<file path="config.mk">
export PLATFORM = sky130hd
export DESIGN_NAME = palette_load_ctrl
export DESIGN_NICKNAME = d
export VERILOG_FILES = /design/src/rtl/palette_load_ctrl.sv
export SDC_FILE = /design/constraint.sdc
export NUM_CORES = 1
export LEC_CHECK = 0
export ABC_AREA = 1
export BUFFER_PORTS_ARGS = -buffer_cell sky130_fd_sc_hd__buf_4
export CORE_ASPECT_RATIO = 0.9
export CORE_MARGIN = 5
export CORE_UTILIZATION = 40
export CTS_CLUSTER_DIAMETER = 120
export CTS_CLUSTER_SIZE = 24
export DETAILED_ROUTE_END_ITERATION = 10
export GPL_TIMING_DRIVEN = 1
export SETUP_SLACK_MARGIN = 0.2
export SYNTH_ARGS = -nofsm -noshare
export SYNTH_HDL_FRONTEND = slang
export SYNTH_SLANG_ARGS = --single-unit
</file>
<file path="constraint.sdc">
create_clock -name clk -period 3.9 [get_ports clk]
set_input_delay 0 -clock clk [delete_from_list [all_inputs] [get_ports clk]]
set_output_delay 0 -clock clk [all_outputs]
set_load 0.01 [all_outputs]
</file>
<file path="src/rtl/palette_load_ctrl.sv">
// Palette upload sequencer: packs an R,G,B byte stream into 24-bit entries and
// writes them into the shared palette RAM only while its port is free.
module palette_load_ctrl #(
    parameter int ENTRIES = 64,
    parameter int IDX_W   = 6
) (
    input  logic             clk,
    input  logic             reset_n,
    input  logic             start,
    input  logic             byte_valid,
    input  logic [7:0]       byte_data,
    output logic             byte_ready,
    input  logic             vblank,
    input  logic             force_wr,
    output logic             load_color,
    output logic [IDX_W-1:0] load_color_index,
    output logic [23:0]      load_color_data,
    output logic             busy,
    output logic             done,
    output logic             pal_valid,
    output logic             overflow
);

    typedef enum logic [2:0] {
        IDLE,
        GATHER,
        WAIT_WIN,
        WRITE,
        DONE
    } state_t;

    localparam logic [IDX_W-1:0] LAST_IDX = IDX_W'(ENTRIES - 1);

    state_t           state_q, state_d;
    logic [1:0]       cnt_q, cnt_d;
    logic [IDX_W-1:0] idx_q, idx_d;
    logic [23:0]      data_q, data_d;
    logic             load_q, load_d;
    logic             busy_q, busy_d;
    logic             done_q, done_d;
    logic             pv_q, pv_d;
    logic             ovf_q, ovf_d;
    logic             accept;

    // A start pulse always wins, so no byte may be taken in its cycle.
    assign byte_ready = reset_n & ~start &
                        ((state_q == IDLE) | (state_q == GATHER) | (state_q == DONE));
    assign accept     = byte_valid & byte_ready;

    always_comb begin
        state_d = state_q;
        cnt_d   = cnt_q;
        idx_d   = idx_q;
        data_d  = data_q;
        pv_d    = pv_q;
        ovf_d   = ovf_q;
        done_d  = 1'b0;

        case (state_q)
            IDLE: begin
                // Bytes arriving after a completed upload still count as overflow.
                if (accept && pv_q) begin
                    ovf_d = 1'b1;
                end
            end
            GATHER: begin
                if (accept) begin
                    data_d = {data_q[15:0], byte_data};
                    if (cnt_q == 2'd2) begin
                        cnt_d   = 2'd0;
                        state_d = WAIT_WIN;
                    end else begin
                        cnt_d = cnt_q + 2'd1;
                    end
                end
            end
            WAIT_WIN: begin
                if (vblank || force_wr) begin
                    state_d = WRITE;
                end
            end
            WRITE: begin
                if (idx_q == LAST_IDX) begin
                    state_d = DONE;
                    done_d  = 1'b1;
                    pv_d    = 1'b1;
                end else begin
                    idx_d   = idx_q + 1'b1;
                    state_d = GATHER;
                end
            end
            DONE: begin
                if (accept) begin
                    ovf_d = 1'b1;
                end else begin
                    state_d = IDLE;
                end
            end
            default: state_d = IDLE;
        endcase

        if (start) begin
            state_d = GATHER;
            cnt_d   = 2'd0;
            idx_d   = '0;
            data_d  = '0;
            pv_d    = 1'b0;
            ovf_d   = 1'b0;
            done_d  = 1'b0;
        end
    end

    // Strobe and busy are decoded from the next state so they come straight off flops.
    assign load_d = (state_d == WRITE);
    assign busy_d = (state_d == GATHER) || (state_d == WAIT_WIN) || (state_d == WRITE);

    always_ff @(posedge clk or negedge reset_n) begin
        if (!reset_n) begin
            state_q <= IDLE;
            cnt_q   <= 2'd0;
            idx_q   <= '0;
            data_q  <= '0;
            load_q  <= 1'b0;
            busy_q  <= 1'b0;
            done_q  <= 1'b0;
            pv_q    <= 1'b0;
            ovf_q   <= 1'b0;
        end else begin
            state_q <= state_d;
            cnt_q   <= cnt_d;
            idx_q   <= idx_d;
            data_q  <= data_d;
            load_q  <= load_d;
            busy_q  <= busy_d;
            done_q  <= done_d;
            pv_q    <= pv_d;
            ovf_q   <= ovf_d;
        end
    end

    assign load_color       = load_q;
    assign load_color_index = idx_q;
    assign load_color_data  = data_q;
    assign busy             = busy_q;
    assign done             = done_q;
    assign pal_valid        = pv_q;
    assign overflow         = ovf_q;

endmodule

</file>
# Word-level counts from Yosys, hierarchy flattened
# Index checks and enable logic that the tools add are counted.
# W data, S select, Z words.
[word_totals] out_inout_bits=36 in_bits=14 word_cells=70 register_bits=40
[op_classes] n_reduce_logical=14 muxes=27 n_addsub=2 eq_ne=12 bitwise=6
[op_table] op="$mux W24" n=3
[op_table] op="$mux W3" n=6
[op_table] op="$mux W6" n=3
[op_table] op="$pmux W3 S5" n=1
[op_table] op="$eq A3 B2 Y1 const B" n=4
[op_table] op="$mux W1" n=9
[op_table] op="$mux W2" n=4
[op_table] op="$reduce_bool A2 Y1" n=4
[op_table] op="$add A6 B1 Y6 const B" n=1
[op_table] op="$eq A3 B1 Y1 const B" n=2
[op_table] op="$eq A6 B6 Y1 const B" n=1
[op_table] op="$reduce_and A2 Y1" n=3
[op_table] op="$and A1 B1 Y1" n=3
[op_table] op="$eq A3 B3 Y1 const B" n=1
[op_table] op="$logic_not A3 Y1" n=1
[op_table] op="$logic_or A1 B1 Y1" n=3
[op_table] op="$ne A3 B2 Y1 const B" n=1
[op_table] op="$ne A3 B3 Y1 const B" n=1
[op_table] op="$reduce_and A3 Y1" n=1
[op_table] op="$reduce_bool A3 Y1" n=1
[op_table] op="$add A2 B1 Y2 const B" n=1
[op_table] op="$eq A2 B2 Y1 const B" n=1
[op_table] op="$ne A2 B2 Y1 const B" n=1
[op_table] op="$or A1 B1 Y1" n=2
[op_table] op="3 further kinds" n=3

# Depth between registers and ports, before layout
# Gate-level depths: netlist (run 1).
[logic_depth] ltp_word=11 ltp_mapped=8 ltp_nobuf=8

# Worst setup path before layout (run 1)
# No wires, ideal clock.
[synth_path] path_kind="register -> register" startpoint="reg idx_q[0], in the netlist load_color_index[0]" endpoint="reg busy_q, in the netlist busy" t_required_ns=3.772 path_stages_with_launch=7 arrival_ns=1.337 setup_slack_ns=2.435 period_less_slack_ns=1.465 path_buffers=0 setup_ns=0.128 cell_sequence="dfrtp_1 -> ha_1 -> nand3_2 -> o21ai_4 -> nand2_2 -> a21oi_2 -> nand3_1"
[synth_via] elab_chain_len=7 elab_cells_between_ends=9 cone_classes="eq/ne: 4; mux: 3; reduce/logical: 2"
[synth_lines] item="from (decl)" line_no="36" source="logic [IDX_W-1:0] idx_q, idx_d;"
[synth_lines] item="from (signal assigned)" line_no="131" source="idx_q <= idx_d;"
[synth_lines] item="$eq A6 B6 Y1 (*)" line_no="83" source="if (idx_q == LAST_IDX) begin"
[synth_lines] item="$mux W3 (*)" line_no="83"
[synth_lines] item="$pmux W3 S5 (*)" line_no="59" source="case (state_q)"
[synth_lines] item="$mux W3 (*)" line_no="102" source="if (start) begin"
[synth_lines] item="$eq A3 B1 Y1 / $eq A3 B2 Y1 (equally long branches)" line_no="115" source="assign busy_d = (state_d == GATHER) || (state_d == WAIT_WIN) || (state_d == WRITE);"
[synth_lines] item="$logic_or A1 B1 Y1" line_no="115"
[synth_lines] item="$logic_or A1 B1 Y1 (*)" line_no="115"
[synth_lines] item="named net busy_d" line_no="39" source="logic busy_q, busy_d;"
[synth_lines] item="to (signal assigned)" line_no="134" source="busy_q <= busy_d;"
[synth_lines] item="to (decl)" line_no="39"
# The timed path passes the listed nets; every way through them passes the cells marked *.
# A chain may end at the register's enable or synchronous reset.

# Final worst setup path (run 1)
[layout_path] startpoint="in reset_n" endpoint="reg data_q[3], in the netlist load_color_data[3]"
[layout_via] elab_chain_len=5
[layout_lines] item="from (decl)" line_no="8" source="input logic reset_n,"
[layout_lines] item="$and A1 B1 Y1 (2 in a row)" line_no="46" source="assign byte_ready = reset_n & ~start &"
[layout_lines] item="$and A1 B1 Y1" line_no="48" source="assign accept = byte_valid & byte_ready;"
[layout_lines] item="$reduce_bool A2 Y1 (no line)"
[layout_lines] item="$reduce_and A2 Y1 (no line)"
[layout_lines] item="to (signal assigned)" line_no="132" source="data_q <= data_d;"
[layout_lines] item="to (decl)" line_no="37" source="logic [23:0] data_q, data_d;"
# No other way between the ends.

==> run metrics, run 1 <==
CP max FO=41; Worst-Skew Late Latency=0.29 ns; Root Driver=clkbuf_8; # DRC=0; most common cell after layout, fill and taps aside=buf_4; Worst Hold Path EP=state_q[2]; Synth Net Count=198; Max IR drop VDD=0.0001580 V; worst rel slew slack=56.55%; max-slew violation count=0; CP peak stage delay=0.53 ns; RR Startpoint=state_q[0]; ant diodes=0; Layout Skew=0.005354 ns; fillers=432; routability cong.=0.8210; prevailing post-synth register cell=dfrtp_1; Hold Crit Start=byte_valid; HP Class=in -> reg; total track usage=about 14%; clock-pin slew on the worst setup and hold paths=0.08 ns; die height=74.73 um; number of distinct library cells after synthesis=33; total negative slack=0 ns; die area=6121 um^2; via count=around 1,400; IO Port Bufs=49; dpl hpwl=2.740 mm; area grow syn2layout=30.51%; largest net degree at the start of global routing=42; Yosys top cell by area=dfrtp_1; worst-path cell chain=dlygate4sd3_1 > buf_4 > inv_1 > nor2_4 > nand4_4 > nand2_4 > o21ai_0; Setup CP Type=in -> reg; Core ar.=4489 um^2; Post-CTS Setup Bufs=0; Num CTS Buffers=5; CTS tree=yes; commonest non-fill, non-tap cells in the layout=buf_4, dfrtp_1, inv_1; Crit Reg-Reg Endpoint=load_color_data[3]; mapped cell area=1862 um^2; GRT overflow=0; Final Cycle Share=55.09%; initial DRC count=92; first-pass GRT wire length=6.762 mm; status=complete, no violations; drt total wl=3.981 mm; Tot Pwr=0.7676 mW; Synth Warn #=0; arrival time worst endpoint=2.31 ns; CP Buf/Inv Count=3; Max Freq=between 400 and 500 MHz; EDFF count, synth=0; Crit-path slowest cell=dlygate4sd3_1; Die Wd=81.92 um; top area cells in the synthesized netlist=dfrtp_1, inv_1, o22ai_2, nand2_1, nand3_1; H-tree levels=2; Min-Delay Path Depth=3; maxcap violations=0; CTS Sinks=40; nets=around 260; fin crit period=2.149 ns; Finish-stage setup viols=0; pre-CTS setup slack=1.946 ns; Power Dens Cells=315.9 nW/um^2; Avg Inst Size Synth=10.17 um^2; final hold vios=0; maximum root-to-sink buffer count=2; initial antenna violation count=0; critical path startpoint category=input port; DR WL/cell=13.01 um; Initial Util=41.47%; post-synthesis async set-or-reset flop share=100.0%; unrepaired setup endpoints after global routing=no; final setup margin=~1.8 ns; leakage=1.152 nW; Site Rows=23; nature of the critical path endpoint=flip-flop; R2R setup slack=~2.1 ns; DRT antenna net count=0; register area share after synthesis=53.76%; Worst-Margin Slew=0.6478 ns; layout cells sized above 1=a little over a third; # IOs=50; vias in the first global route=1,421; Synth top area share=53.76%; detail-routed via count per cell=4.699; Post-Syn Instances=183; Critical Path RT=slightly above 4 ns; FF+latch count, synth=40; Top delay family on crit path=buffers and inverters; DR pass1 iterations=4; Reg2Reg Depth=4
-- worst max path at each step --
stage	startpoint	to	slack, ns	cells past startpoint
2_1_floorplan	load_color_index[0]	busy	2.44	6
3_3_place_gp	reset_n	load_color_data[2]	1.98	6
3_5_place_dp	reset_n	load_color_data[3]	1.95	6
4_1_cts	reset_n	load_color_data[3]	1.70	7
5_1_grt	reset_n	load_color_data[3]	1.48	7
6_report	reset_n	load_color_data[3]	1.75	7
-- Yosys cell counts, types with 2 or more instances --
master / instances
dfrtp_1: 40
inv_1: 28
nand2_1: 23
nand3_1: 15
nor2_1: 12
o21ai_0: 8
o21ai_2: 8
o22ai_2: 8
nand4_1: 5
a21oi_1: 3
buf_6: 3
nor3_1: 3
o21ai_1: 3
o31ai_1: 3
nand2_2: 2
nand2_4: 2
-- through the flow --
step | hold slack (ns) | cell area [um^2] | instances | utilization, %
2_1_floorplan | -0.2956 | 1862 | 183 | -
3_3_place_gp | 0.01246 | 2248 | 289 | 50.08
3_5_place_dp | 0.01525 | 2248 | 289 | 50.08
4_1_cts | 0.01498 | 2430 | 306 | 54.12
5_1_grt | 0.02905 | 2430 | 306 | 54.12
6_report | 0.01943 | 2430 | 306 | 54.12
-- kinds of logic after synthesis --
kind of cell / count (synthesis) / share of synthesized area [%]
and+or+nand+nor: 67 / 18.41
buffers and inverters: 36 / 9.475
xor gates and xnor gates: 2 / 0.9410
AOI/OAI and AO/OA: 37 / 16.73
adders and majority gates: 1 / 0.6719
DFF: 40 / 53.76
-- power breakdown --
group	internal (mW)	switching, mW	total (mW)
sequential	0.423	0.00571	0.428
combinational	0.0331	0.0442	0.0773
clock	0.121	0.141	0.262
total	0.577	0.191	0.768
-- layout make-up --
class,instances,area (um^2),share of cell area [%]
repair buffers,59,467.9,19.26
multi-input cells,107,684.4,28.17
inverters,31,117.6,4.840
well taps,62,77.57,3.193
clock inverters,2,12.51,0.5149
flip-flops and latches,40,1001,41.19
clock buffers,5,68.82,2.832
-- registers in the layout, indices dropped and copies added (netlist names) --
name              cells
load_color_data      24
load_color_index      6
state_q               3
cnt_q                 2
busy                  1
done                  1
load_color            1
overflow              1
pal_valid             1
-- routing by layer --
| layer | vias to the layer above | global-route usage [%] | part of all wire [%] | routed length (um) |
|---|---|---|---|---|
| met3 | 4 | 4.187 | 5.1 | 203 |
| li1 | 724 | - | - | - |
| met5 | - | 0 | 0 | 0 |
| met2 | 39 | 20.27 | 45 | 1778 |
| met1 | 671 | 21.72 | 50 | 1973 |
| met4 | 0 | 3.875 | 0.63 | 25 |
-- worst register-to-register path: stages (launching register included) --
cell,delay [ns]
dfrtp_1,0.48
a21oi_4,0.23
nand4_4,0.45
nand2_4,0.42
o21ai_0,0.14
-- repair_timing --
action,in CTS,in global routing
setup endpoints to repair,0,0
hold buffers,10,0
gates resized for setup,0,0
hold endpoints to repair,55,0
(Power assumes the default switching activity.)
==> run 2, diff against run 1 <==
PLACE_DENSITY = 0.66   (was default)
clock period = 1.9 ns   (was 3.9 ns; I/O delays follow)
==> run 2 against run 1 <==
- combinational power up 110%
- sequential share of layout area down 1.1 points
- register-to-register slack worse by 1.7 ns
- utilization up 1.5 points
- non-clock buffer count up 5
- die area unchanged
- worst hold slack better by 0.0082 ns
- critical path type is now reg -> reg
==> run metrics, run 2 (synthesis results as in run 1) <==
via count=1,476 (+2.6%); nature of the critical path endpoint=flip-flop; commonest non-fill, non-tap cells in the layout=buf_4, dfrtp_1, inv_1; fin crit period=about 1.6 ns; largest net degree at the start of global routing=41 (-2.4%); total negative slack=0 ns (unchanged); post-CTS sizing=0 (unchanged); # IOs=50 (unchanged); RR Startpoint=load_color_index[0]; total track usage=13.72% (-0.72 points); routability cong.=0.8522 (+3.8%); Max Freq=636.7 MHz; dpl hpwl=2.833 mm (+3.4%); max-slew violation count=0 (unchanged); DR pass1 iterations=4 (unchanged); nets=264 (+1.9%); Initial Util=41.47% (unchanged); CTS Sinks=40 (unchanged); GRT overflow=0 (unchanged); initial antenna violation count=0 (unchanged); hold slack=0.02760 ns (+0.008176 ns); worst rel slew slack=65.91% (+9.4 points); pre-CTS setup slack=0.3643 ns (-1.582 ns); Finish-stage setup viols=0 (unchanged); Root Driver=clkbuf_8; most common cell after layout, fill and taps aside=buf_4; max FFs per register=24 (unchanged); H-tree levels=2 (unchanged); DR WL/cell=12.91 um (-0.79%); die height=74.73 um (unchanged); Seq pwr share=51.3% (-4.5 points); Max IR drop VDD=0.0003951 V (+150%); maximum root-to-sink buffer count=2 (unchanged); leakage=1.189 nW (+3.3%); Core Util, Final=55.60% (+1.5 points); Critical Path RT=2.08 ns (-1.98 ns); clock share of power=39.0% (+4.9 points); final hold vios=0 (unchanged); status=complete, no violations; Sw Share=22.26% (-2.6 points); Power Dens Cells=685.5 nW/um^2 (+120%); layout cells sized above 1=36.40% (+1.2 points); clock-pin slew on the worst setup and hold paths=0.07 ns (about the same); unrepaired setup endpoints after global routing=no; internal power=1.330 mW (+130%); Worst-Margin Slew=0.5114 ns (-0.1364 ns); Sw Pwr=0.3809 mW (+100%); Setup CP Type=reg -> reg; maxcap violations=0 (unchanged); DRT antenna net count=0 (unchanged); Die Wd=81.92 um (unchanged); initial DRC count=70 (-24%); detail-routed via count per cell=4.716 (+0.35%); # DRC=0 (unchanged); critical path startpoint category=flip-flop; CP max FO=6 (-85%); IO Port Bufs=49 (unchanged); arrival time worst endpoint=1.75 ns (-0.56 ns); drt total wl=4.040 mm (+1.5%); Layout Skew=0.01003 ns (+0.004674 ns); Tot Pwr=1.711 mW (+120%); Worst-Skew Late Latency=0.29 ns (about the same); Core ar.=4489 um^2 (unchanged); # placed instances=293 (+1.4%); CP startpoint=load_color_index[0]; area grow syn2layout=34.07%; Final Cycle Share=between 80% and 90%; CTS tree=yes; vias in the first global route=1,418 (-0.21%); Site Rows=23 (unchanged); post-route cell area=2496 um^2 (+2.7%); Hold Crit Start=byte_valid; Num CTS Buffers=5 (unchanged); Area after DPL=2278 um^2 (+1.3%); Post-Layout Cell Count=313 (+2.3%); Combinational Power Share=9.7% (-0.4 points); final setup margin=0.3294 ns (-1.422 ns); HP Class=in -> reg; first-pass GRT wire length=6.451 mm (-4.6%); die area=6121 um^2 (unchanged)
## run 2: changes by cell type in the layout (fill, tap and decap cells not counted), sizes merged
| cell | before | now |
|---|---|---|
| buf | 49 | 54 |
| clkinvlp | 1 | 0 |
| diode | 0 | 1 |
| clkbuf | 5 | 6 |
| bufinv | 0 | 1 |
## run 2: per-layer routing
metal  GRT usage, %  part of all wire (%)
met3          3.110                   5.1
met2          21.79                    49
met5              0                     0
met1          17.74                    44
met4          6.827                   2.0
## run 2: what timing repair did
action	4_1_cts	5_1_grt
hold buffers	10	0
setup buffers	0	1
hold endpoints to repair	55	0
setup endpoints to repair	0	1
## run 2: worst paths after layout
| check | end | slack, ns | cells past startpoint |
|---|---|---|---|
| max reg2reg | load_color_index[0] | 0.33 | 6 |
| min in group asynchronous | load_color_data[3] | 0.32 | 3 |
| max | load_color_index[0] | 0.33 | 6 |
| min | state_q[2] | 0.03 | 3 |
| max in group asynchronous | state_q[0] | 1.20 | 3 |
| min reg2reg | cnt_q[0] | 0.46 | 1 |
## run 2: area by class of cell
type	instances	area, um^2
antenna	1	2.502
clock buffer	6	72.57
clock inverter	2	35.03
fill	410	1993
inverter	31	117.6
multi-input combinational	107	684.4
sequential	40	1001
tap	62	77.57
timing repair buffer	64	505.5
## run 2: power groups by stage
stage / combinational, mW / sequential (mW) / clock (mW)
6_report: 0.165 / 0.878 / 0.668
5_1_grt: 0.183 / 0.880 / 0.723
3_3_place_gp: 0.151 / 0.894 / 0
2_1_floorplan: 0.0727 / 0.901 / 0
4_1_cts: 0.169 / 0.878 / 0.689
3_5_place_dp: 0.152 / 0.894 / 0
## run 2: critical path, stage by stage (launching register included)
cell and delay (ns):
dfrtp_1 0.45, ha_1 0.26, nand3_2 0.15, o21ai_4 0.23, buf_4 0.17, xor2_1 0.15, nor2_1 0.05
